===== src/rtl/mp_brentkung_seq.sv =====
// Multi-precision add sequencer: feeds a 64-bit Brent-Kung adder one word per cycle, LS word first.
// Optional macro MP_SUB_EN adds a 'sub' input for wide subtraction (a - b mod 2^W).

module sixty_four_bit_brentkung (
  input  logic [63:0] A,
  input  logic [63:0] B,
  input  logic        cin,
  output logic [63:0] sum,
  output logic        cout
);

  // Carry-in is folded into bit 0's generate, so the prefix tree yields carry-out of every bit.
  // NOTE: blocking assignments here build combinational logic in order; each variable gets a value before any read, so no latch.
  always_comb begin : prefix
    logic [63:0] v_g;
    logic [63:0] v_p;
    v_g    = A & B;
    v_p    = A ^ B;
    v_g[0] = v_g[0] | (v_p[0] & cin);
    for (int l = 0; l < 6; l++) begin
      for (int i = (2 << l) - 1; i < 64; i += (2 << l)) begin
        v_g[6'(i)] = v_g[6'(i)] | (v_p[6'(i)] & v_g[6'(i - (1 << l))]);
        v_p[6'(i)] = v_p[6'(i)] & v_p[6'(i - (1 << l))];
      end
    end
    for (int l = 4; l >= 0; l--) begin
      for (int i = 3 * (1 << l) - 1; i < 64; i += (2 << l)) begin
        v_g[6'(i)] = v_g[6'(i)] | (v_p[6'(i)] & v_g[6'(i - (1 << l))]);
        v_p[6'(i)] = v_p[6'(i)] & v_p[6'(i - (1 << l))];
      end
    end
    sum  = (A ^ B) ^ {v_g[62:0], cin};
    cout = v_g[63];
  end

endmodule

module mp_brentkung_seq #(
  parameter int NWORDS = 4
) (
  input  logic                 clk,
  input  logic                 rst_n,
  input  logic                 in_valid,
  output logic                 in_ready,
  input  logic [64*NWORDS-1:0] a,
  input  logic [64*NWORDS-1:0] b,
  input  logic                 cin,
`ifdef MP_SUB_EN
  input  logic                 sub,
`endif
  output logic                 out_valid,
  input  logic                 out_ready,
  output logic [64*NWORDS-1:0] sum,
  output logic                 cout
);

  localparam int IDXW = (NWORDS > 1) ? $clog2(NWORDS) : 1;
  localparam logic [IDXW-1:0] IDX_LAST = IDXW'(NWORDS - 1);

  typedef enum logic [1:0] {IDLE, RUN, DONE} state_t;

  state_t                       r_state;
  state_t                       w_state_nxt;
  logic [NWORDS-1:0][63:0]      r_a;
  logic [NWORDS-1:0][63:0]      r_b;
  logic [NWORDS-1:0][63:0]      r_sum;
  logic [IDXW-1:0]              r_idx;
  logic                         r_carry;
  logic                         r_cout;
  logic                         w_accept;
  logic                         w_last;
  logic                         w_carry_init;
  logic [63:0]                  w_b_word;
  logic [63:0]                  w_add_sum;
  logic                         w_add_cout;

  assign w_accept = in_valid && in_ready;
  assign w_last   = (r_idx == IDX_LAST);

`ifdef MP_SUB_EN
  logic r_sub;
  // Subtraction is a + ~b + 1, so the carry chain starts at 1 regardless of cin.
  assign w_carry_init = sub ? 1'b1 : cin;
  assign w_b_word     = r_sub ? ~r_b[r_idx] : r_b[r_idx];
`else
  assign w_carry_init = cin;
  assign w_b_word     = r_b[r_idx];
`endif

  sixty_four_bit_brentkung u_adder (
    .A    (r_a[r_idx]),
    .B    (w_b_word),
    .cin  (r_carry),
    .sum  (w_add_sum),
    .cout (w_add_cout)
  );

  always_ff @(posedge clk or negedge rst_n) begin
    if (!rst_n) r_state <= IDLE;
    else        r_state <= w_state_nxt;
  end

  always_comb begin
    w_state_nxt = r_state;
    in_ready    = 1'b0;
    out_valid   = 1'b0;
    case (r_state)
      IDLE: begin
        in_ready = 1'b1;
        if (in_valid) w_state_nxt = RUN;
      end
      RUN: begin
        if (w_last) w_state_nxt = DONE;
      end
      DONE: begin
        out_valid = 1'b1;
        if (out_ready) w_state_nxt = IDLE;
      end
      default: w_state_nxt = IDLE;
    endcase
  end

  // NOTE: operand registers carry no reset; they are always loaded before use, and skipping reset keeps them plain flops.
  always_ff @(posedge clk) begin
    if (w_accept) begin
      r_a <= a;
      r_b <= b;
`ifdef MP_SUB_EN
      r_sub <= sub;
`endif
    end
  end

  always_ff @(posedge clk or negedge rst_n) begin
    if (!rst_n) begin
      r_sum   <= '0;
      r_cout  <= 1'b0;
      r_carry <= 1'b0;
      r_idx   <= '0;
    end else if (w_accept) begin
      r_carry <= w_carry_init;
      r_idx   <= '0;
    end else if (r_state == RUN) begin
      r_sum[r_idx] <= w_add_sum;
      r_carry      <= w_add_cout;
      if (w_last) begin
        r_cout <= w_add_cout;
        r_idx  <= '0;
      end else begin
        r_idx  <= r_idx + IDXW'(1);
      end
    end
  end

  assign sum  = r_sum;
  assign cout = r_cout;

endmodule


===== config.mk =====
export PLATFORM = sky130hd
export DESIGN_NAME = mp_brentkung_seq
export DESIGN_NICKNAME = d
export VERILOG_FILES = /design/src/rtl/mp_brentkung_seq.sv
export SDC_FILE = /design/constraint.sdc
export NUM_CORES = 1
export LEC_CHECK = 0
export CAP_MARGIN = 20
export CELL_PAD_IN_SITES_DETAIL_PLACEMENT = 2
export CELL_PAD_IN_SITES_GLOBAL_PLACEMENT = 2
export CORE_AREA = 5 5 296 298
export CTS_BUF_LIST = sky130_fd_sc_hd__clkbuf_2
export CTS_CLUSTER_SIZE = 20
export DETAILED_ROUTE_END_ITERATION = 10
export DIE_AREA = 0 0 301 303
export MAX_ROUTING_LAYER = met4
export PLACE_DENSITY_LB_ADDON = 0.1
export SLEW_MARGIN = 20
export SYNTH_ARGS = -nofsm -noshare
export SYNTH_HDL_FRONTEND = slang
export SYNTH_SLANG_ARGS = --single-unit

===== constraint.sdc =====
create_clock -name clk -period 29.1 [get_ports clk]
set_input_delay 4.365 -clock clk [delete_from_list [all_inputs] [get_ports clk]]
set_output_delay 4.365 -clock clk [all_outputs]
set_load 0.01 [all_outputs]

==> results_dict.tcl, run 1 <==
set metrics [dict create \
    synth_area_leader_cell "edfxtp_1" \
    criticalPathCategory "in2reg" \
    register_area_sq_um 21900 \
    vias 19200 \
    ir_worst_vdd_uv 55.6 \
    io_buffers 775 \
    viasPerCell 4.83 \
    cap_violations 0 \
    cts_root_buf "clkbuf_2" \
    syn_to_final_growth_pct 36.8 \
    grt_first_pass_wirelength_um 150000 \
    clk_pin_slew_ns 0.09 \
    cts_max_level 4 \
    overflow 0 \
    wl_per_cell_um 26.4 \
    cts_sinks 774 \
    die_x_um 301 \
    dieArea_sq_um 91200 \
    num_io_pins 776 \
    ys_warn_count 0 \
    synth_cell_type_count 47 \
    hold_path_class "reg2reg" \
    status "complete, no violations" \
    crit_path_end_kind "flop" \
    grt_max_degree 117 \
    netlist.area_leader.share_pct 51.4 \
    fin_crit_ns 7.26 \
    instances_no_fill 3965 \
    maxSlewHeadroom_pct 30.5 \
    grt_pass1_vias 22300 \
    fin_skew_ns 0.0989 \
    p_per_area_nw_per_um2 114 \
    hold_viol_final 0 \
    rsz0062_at_grt "no" \
    setup_viol_count_final 0 \
    leakagePower_nw 15.5 \
    hpwlAfterDp_um 78100 \
    clockBufferDepth 3 \
    grt_use_total_pct 23.4 \
    cts_made_buffers 207 \
    start_kind "primary input" \
    antenna_found_initial 4 \
    insertion_delay_ns 1.49 \
    route.detailed.drc 0 \
    core_sq_um 84600 \
    synth-seq-cells 774 \
    setup_tns_ns 0 \
    worst_pin_slew_ns 1.04 \
    fin_crit_sh_pct 24.9 \
    worstPathArrival_ns 8.33 \
    postCtsHoldBufs 0 \
    cts_resized 0 \
    crit_required_ns 30.18 \
    ys.flop_type "edfxtp_1" \
    syn-instance-count 1718 \
    synth_edf_count 512 \
    start_util_pct 35.4 \
    syn_avg_cell_area_sq_um 17.4 \
    fmax_mhz 138 \
    gp_congestion 0.815 \
    cts_setup_buffers 0 \
    synth_nets 2318 \
    layout-drive-gt1-share_pct 19.7 \
    tritoncts "done" \
    fp-row-count 107 \
    synth_area_sq_um 29900 \
    first_pass_iters 4 \
    synth_area_leaders "edfxtp_1 (51%), dfrtp_1 (22%), mux4_2 (9.6%), o21ai_0 (3.7%), ha_1 (2.8%)" \
    die_h_um 303 \
    synth-async-reset-ratio_pct 33.9 \
    place_inst 3573 \
    worstPathMaxFanout 93 \
    drv_slew 0 \
    drt_iter0_markers 851 \
    seq_area_frac_synth_pct 73.3 \
    nFillCells 8102 \
    final_net_count 3239 \
    multi_input_area_sq_um 7560 \
    totalWireLength_um 105000 \
    drtAntennaViolNets 0 \
]
[layer usage]
metal / part of all wire (%) / track usage [%] / routed length, um
met1: 33 / 22.9 / 34900
met2: 54 / 41.6 / 56900
met3: 8.4 / 8.99 / 8850
met4: 3.9 / 9.81 / 4110
met5: 0 / - / 0
[cells by family (layout without fill, tap and decap cells)]
logic type,count (synthesis),in the layout,synth area share [%]
other cells,0,9,0
simple gates,263,263,3.66
mux,173,173,11.3
xor+xnor,46,46,1.35
compound gates,273,273,4.93
flops,774,774,73.3
buf+inv,106,1200,1.54
fa+ha+maj,83,83,3.90
[cell usage in the layout, fill, tap and decap left out, types with 9 or more instances in the layout]
| master | netlist | layout |
|---|---|---|
| nand2_1 | 220 | 217 |
| clkinv_1 | 0 | 43 |
| dfrtp_1 | 262 | 260 |
| clkdlybuf4s50_1 | 0 | 774 |
| fa_1 | 17 | 17 |
| buf_4 | 0 | 15 |
| inv_1 | 24 | 24 |
| ha_1 | 66 | 66 |
| diode_2 | 0 | 9 |
| edfxtp_1 | 512 | 512 |
| mux4_2 | 128 | 128 |
| o21ai_0 | 221 | 221 |
| xnor2_1 | 41 | 41 |
| clkbuf_2 | 0 | 326 |
| mux2_2 | 45 | 45 |
| a21oi_1 | 17 | 17 |
[critical path, cell delays in order]
cell and delay (ns):
clkdlybuf4s50_1 0.51, and2_4 0.54, buf_12 0.33, buf_4 0.78, buf_4 0.88, buf_6 0.72
[synthesized netlist by cell type (3+ instances only)]
cell type,count
mux4_2,128
and2_2,3
or3_1,5
o21ai_0,221
nor2_1,6
a21o_2,3
dfrtp_1,262
xor2_1,5
inv_1,24
a21oi_1,17
a21o_1,5
clkbuf_1,57
nand2b_1,4
xnor2_1,41
o311ai_1,4
mux2_2,45
edfxtp_1,512
fa_1,17
and2_1,5
a311oi_1,5
buf_2,15
a211oi_1,5
ha_1,66
o21bai_1,3
nand2_1,220
nand3_1,5
buf_1,5
clkbuf_8,3
[final timing paths]
check / startpoint / to / slack [ns] / cells past startpoint
min reg2reg: sum[31]$_DFFE_PN0P_ / sum[31]$_DFFE_PN0P_ / 0.49 / 2
min: sum[31]$_DFFE_PN0P_ / sum[31]$_DFFE_PN0P_ / 0.49 / 2
min in group asynchronous: rst_n / sum[151]$_DFFE_PN0P_ / 2.91 / 1
max reg2reg: r_idx[0]$_DFFE_PN0P_ / sum[92]$_DFFE_PN0P_ / 22.67 / 12
max: in_valid / r_b[40]$_DFFE_PP_ / 21.84 / 6
max in group asynchronous: rst_n / r_idx[1]$_DFFE_PN0P_ / 24.03 / 3
[cell type report]
cell class                 count  share of cell area [%]
tap                         1144                    3.50
timing repair buffer         794                    19.4
multi-input combinational    838                    18.5
sequential                   774                    53.6
clock inverter                56                   0.801
inverter                      24                   0.220
clock buffer                 326                    3.99
antenna                        9                  0.0550
[state kept, by name (all words and copies together), names as in the netlist]
| register | cells |
|---|---|
| r_a | 256 |
| r_carry | 1 |
| r_b | 256 |
| r_idx | 2 |
| r_state | 2 |
| cout | 1 |
| sum | 256 |
[stage by stage]
stage / hold WS [ns] / setup slack [ns] / instance area, sq um / power (W) / utilization (%)
after floorplan: 0.450 / 12.30 / 29900 / 0.00294 / -
after global placement: 0.461 / 20.21 / 38900 / 0.00383 / 46.0
after detailed placement: 0.473 / 19.92 / 38900 / 0.00394 / 46.0
after CTS: 0.493 / 21.59 / 40900 / 0.00477 / 48.3
after global routing: 0.515 / 21.71 / 40900 / 0.00500 / 48.4
final: 0.487 / 21.84 / 40900 / 0.00465 / 48.4
[power breakdown]
part | switching [W] | internal (W)
registers | 0.000144 | 0.00154
logic | 0.00125 | 0.000920
clock network | 0.000471 | 0.000332
total | 0.00186 | 0.00279
No activity file was read; power rests on OpenSTA's default activity.
==> run 2: changes to the inputs <==
CORE_AREA = 5 5 295 297   (was 5 5 296 298)
DIE_AREA = 0 0 300 302   (was 0 0 301 303)
clock period = 6.78 ns   (was 29.1 ns; I/O delays follow)
==> results_dict.tcl, run 2 (synthesized netlist as in run 1, its figures left out) <==
set metrics [dict create \
    crit_chain "mux4_2 -> inv_1 -> fa_1 -> inv_1 -> fa_1 -> a211oi_1 -> o21ai_0 -> o2111ai_1 -> a21oi_1 -> a21boi_0 -> o21ai_0 -> fa_1 -> xnor2_1 -> o21ai_0" \
    worst_pin_slew_ns 1.07 \
    fin_crit_ns 5.63 \
    crit_required_ns 8.09 \
    layout-drive-gt1-share_pct 16.8 \
    grt_first_pass_wirelength_um 193000 \
    antenna_found_initial 14 \
    start_util_pct 35.5 \
    drt_iter0_markers 1462 \
    leakagePower_nw 17.6 \
    cp_slowest_cell "dfrtp_4" \
    route.detailed.drc 0 \
    fin_skew_ns 0.149 \
    fmax_mhz 178 \
    core_sq_um 84300 \
    grt_max_degree 191 \
    cts_root_buf "clkbuf_2" \
    start_kind "flop" \
    status "complete, no violations" \
    utilization_pct 54.4 \
    fp-row-count 107 \
    cts_resized 0 \
    grt_pass1_vias 26400 \
    fin_crit_sh_pct 83.0 \
    crit_path_max_incr_delay_ns 0.93 \
    tritoncts "done" \
    num_io_pins 776 \
    first_pass_iters 5 \
    dieArea_sq_um 90600 \
    viasPerCell 5.07 \
    hpwlAfterDp_um 78100 \
    die_h_um 302 \
    rsz0062_at_grt "no" \
    layout_common_cells "clkdlybuf4s50_1 (774), edfxtp_1 (512), dlygate4sd3_1 (497), clkbuf_2 (327), dfrtp_1 (260)" \
    cts_made_buffers 204 \
    cap_violations 0 \
    wl_per_cell_um 31.5 \
    register_area_sq_um 21900 \
    crit_path_end_kind "flop" \
    grt_use_total_pct 30.8 \
    worstPathMaxFanout 45 \
    cts_sinks 774 \
    cts_setup_buffers 0 \
    insertion_delay_ns 1.61 \
    clockBufferDepth 3 \
    nFillCells 7573 \
    worstPathArrival_ns 6.94 \
    p_per_area_nw_per_um2 465 \
    syn_to_final_growth_pct 53.5 \
    ir_worst_vdd_uv 241 \
    clk_pin_slew_ns 0.12 \
    gp_congestion 0.842 \
    drv_slew 0 \
    vias 22400 \
    setup_tns_ns 0 \
    criticalPathCategory "reg2reg" \
    multi_input_area_sq_um 7560 \
    hold_path_class "in2reg" \
    cts_max_level 4 \
    totalWireLength_um 139000 \
    maxSlewHeadroom_pct 28.7 \
    die_x_um 300 \
    cp.buffers_inverters 2 \
    hold_viol_final 0 \
    final_net_count 3731 \
    drtAntennaViolNets 0 \
    setup_viol_count_final 0 \
    final_common_cell "clkdlybuf4s50_1" \
    io_buffers 775 \
    cpLargestDelayFamily "compound AO/OA/AOI/OAI gates" \
    overflow 0 \
]
==> run 2: area by class of cell <==
type / instances / share of cell area, %
tap: 1090 / 2.97
timing repair buffer: 1289 / 28.3
sequential: 774 / 47.8
clock buffer: 327 / 3.56
multi-input combinational: 838 / 16.5
clock inverter: 46 / 0.635
inverter: 24 / 0.196
antenna: 24 / 0.131
==> run 2: timing repair <==
item | CTS | global route
hold endpoints to repair | 664 | 0
setup endpoints to repair | 0 | 0
hold buffers | 498 | 0
==> run 2: worst paths after layout <==
check                                startpoint              endpoint  slack, ns  depth (start not counted)
setup / recovery           r_idx[1]$_DFFE_PN0P_  sum[157]$_DFFE_PN0P_       1.15                         14
hold / removal                           b[111]    r_b[111]$_DFFE_PP_       0.10                          1
setup reg to reg           r_idx[1]$_DFFE_PN0P_  sum[157]$_DFFE_PN0P_       1.15                         14
hold reg to reg             sum[71]$_DFFE_PN0P_   sum[71]$_DFFE_PN0P_       0.48                          2
max in group asynchronous                 rst_n    sum[3]$_DFFE_PN0P_       5.15                          4
min in group asynchronous                 rst_n   sum[84]$_DFFE_PN0P_       0.67                          4
==> run 2: metrics by stage <==
step	instances	hold WS [ns]	setup slack [ns]	instance area, sq um	power [W]
after floorplan	1718	0.450	1.79	29900	0.0123
after global placement	3516	0.461	1.43	38900	0.0165
after detailed placement	3516	0.470	1.33	38900	0.0169
after CTS	4387	0.0000369	1.34	45800	0.0207
after global routing	4411	-0.0637	0.876	45900	0.0224
final	4412	0.100	1.15	45900	0.0214
==> run 2: where the power goes <==
part / internal, W / switching [W]
combinational: 0.00420 / 0.00587
sequential: 0.00663 / 0.000876
clock: 0.00141 / 0.00237
==> run 2: worst reg2reg max path, stage by stage, from the launching register on <==
cell and delay [ns]:
dfrtp_4 0.93, mux4_2 0.46, inv_1 0.10, fa_1 0.19
inv_1 0.08, fa_1 0.51, a211oi_1 0.22, o21ai_0 0.30
o2111ai_1 0.71, a21oi_1 0.29, a21boi_0 0.42, o21ai_0 0.25
fa_1 0.49, xnor2_1 0.30, o21ai_0 0.17
==> run 2: layer usage <==
layer  vias up  track usage, %  wire [um]
met5         -               -          0
met4         0            17.1       8710
met3       348            7.91       9100
met2      1039            55.9      75200
met1     11500            29.9      45800
li1       9486               -          -
==> run 3: changes to the inputs <==
CORE_AREA = 5 5 312 314   (was 5 5 295 297)
DIE_AREA = 0 0 317 319   (was 0 0 300 302)
clock period = 4.7 ns   (was 6.78 ns; I/O delays follow)
==> results_dict.tcl, run 3 (synthesized netlist as in run 1, its figures left out) <==
set metrics [dict create \
    status "complete, no violations" \
    crit_path_end_kind "flop" \
    setup_slack_ns 0.275 \
    num_io_pins 776 \
    internal_power_w 0.0179 \
    maxSlewHeadroom_pct 33.7 \
    final_common_cell "clkdlybuf4s50_1" \
    clk_pin_slew_ns 0.17 \
    hold_viol_final 0 \
    drt_iter0_markers 1261 \
    insertion_delay_ns 1.55 \
    cts_max_level 4 \
    cts_made_buffers 211 \
    die_h_um 319 \
    cts_root_buf "clkbuf_2" \
    crit_required_ns 6.03 \
    grt_pass1_vias 25900 \
    utilization_pct 49.5 \
    io_buffers 775 \
    gp_congestion 0.808 \
    multi_input_area_sq_um 7600 \
    overflow 0 \
    dp_slack_ns -0.269 \
    leakagePower_nw 17.9 \
    power.switching_w 0.0127 \
    die_x_um 317 \
    tritoncts "done" \
    totalWireLength_um 130000 \
    dieArea_sq_um 101000 \
    viasPerCell 4.69 \
    p_per_area_nw_per_um2 654 \
    fmax_mhz 226 \
    clockBufferDepth 3 \
    layout-drive-gt1-share_pct 17.7 \
    start_kind "flop" \
    first_pass_iters 5 \
    drtAntennaViolNets 0 \
    fin_crit_ns 4.42 \
    grt_max_degree 118 \
    worstPathArrival_ns 5.76 \
    cts_sinks 774 \
    setup_viol_count_final 0 \
    p_clk_share_pct 17.1 \
    fin_crit_sh_pct 94.1 \
    fp-row-count 113 \
    hpwlAfterDp_um 81200 \
    register_area_sq_um 21900 \
    vias 21800 \
    p_sw_share_pct 41.5 \
    drv_slew 0 \
    ir_worst_vdd_uv 333 \
    final_net_count 3790 \
    wl_per_cell_um 27.9 \
    grt_first_pass_wirelength_um 182000 \
    rsz0062_at_grt "no" \
    nFillCells 8862 \
    worst_pin_slew_ns 0.994 \
    hold_path_class "in2reg" \
    fin_skew_ns 0.141 \
    layout_common_cells "clkdlybuf4s50_1 (774), dlygate4sd3_1 (517), edfxtp_1 (512), clkbuf_2 (333), dfrtp_1 (260)" \
    grt_use_total_pct 26.0 \
    worstPathMaxFanout 5 \
    core_sq_um 94300 \
    route.detailed.drc 0 \
    cap_violations 0 \
    combinationalPowerShare_pct 48.3 \
    syn_to_final_growth_pct 56.0 \
    criticalPathCategory "reg2reg" \
    start_util_pct 31.7 \
    antenna_found_initial 7 \
    seqPwrFrac_pct 34.5 \
]
[run 3: cell count changes in the layout (fill, tap and decap cells not counted), sizes merged, moves of 3 or more]
cell         delta
clkbuf          +7
clkinv          +9
dlygate4sd3    +20
inv             +3
buf            +31
diode           -4
[run 3: metal layers]
layer	GRT usage, %	up-vias	routed length (um)	part of all wire (%)
met2	46.1	847	69100	53
met5	-	-	0	0
met4	14.8	0	8530	6.6
li1	-	9599	-	-
met3	9.08	313	10200	7.9
met1	24.0	11100	41800	32
[run 3: path summary, 6_finish.rpt]
kind	start	endpoint	slack, ns	cells past startpoint
max reg2reg	r_idx[0]$_DFFE_PN0P_	sum[94]$_DFFE_PN0P_	0.28	14
min in group asynchronous	rst_n	sum[22]$_DFFE_PN0P_	0.41	4
max	r_idx[0]$_DFFE_PN0P_	sum[94]$_DFFE_PN0P_	0.28	14
min	a[136]	r_a[136]$_DFFE_PP_	0.26	2
max in group asynchronous	rst_n	sum[127]$_DFFE_PN0P_	3.41	4
min reg2reg	sum[21]$_DFFE_PN0P_	sum[21]$_DFFE_PN0P_	0.49	2
[run 3: stage by stage]
stage                     cells  hold slack [ns]  total power, W  setup TNS, ns  cell area (sq um)
after floorplan            1718            0.409          0.0177              0              29900
after global placement     3721            0.463          0.0242          -2.57              39400
after detailed placement   3721            0.470          0.0248          -3.51              39400
after CTS                  4630           0.0768          0.0303              0              46500
after global routing       4653           0.0611          0.0324              0              46700
final                      4653            0.263          0.0305              0              46700
[run 3: area by class of cell]
class	count	area share, %
Inverter	24	0.193
Timing Repair Buffer	1341	28.8
Clock inverter	58	0.609
Tap cell	1265	3.39
Clock buffer	333	3.57
Multi-Input combinational cell	838	16.3
Sequential cell	774	47.0
Antenna cell	20	0.107
[run 3: power groups by stage]
stage | clock network (W) | registers (W) | logic (W)
5_1_grt | 0.00582 | 0.0107 | 0.0159
4_1_cts | 0.00516 | 0.0105 | 0.0146
3_3_place_gp | 0 | 0.0105 | 0.0138
6_report | 0.00523 | 0.0105 | 0.0148
3_5_place_dp | 0 | 0.0106 | 0.0142
2_1_floorplan | 0 | 0.0110 | 0.00679
[run 3: worst max-delay path, stage by stage, from the launching register on]
cell and delay (ns):
dfrtp_4 0.51, mux4_2 0.54, inv_1 0.10, fa_1 0.17, inv_1 0.06, fa_1 0.48
a211oi_1 0.21, o21ai_0 0.17, buf_4 0.20, o2111ai_2 0.33, a21oi_2 0.17, a21oi_1 0.29
o21ai_0 0.19, fa_1 0.60, mux2_2 0.30
[run 3: repair_timing]
item / 4_1_cts / 5_1_grt
hold endpoints to repair: 778 / 0
cloned: 0 / 1
setup buffers: 0 / 2
hold buffers: 518 / 0
pin swaps: 0 / 1
setup endpoints to repair: 32 / 39
gates resized for setup: 3 / 7
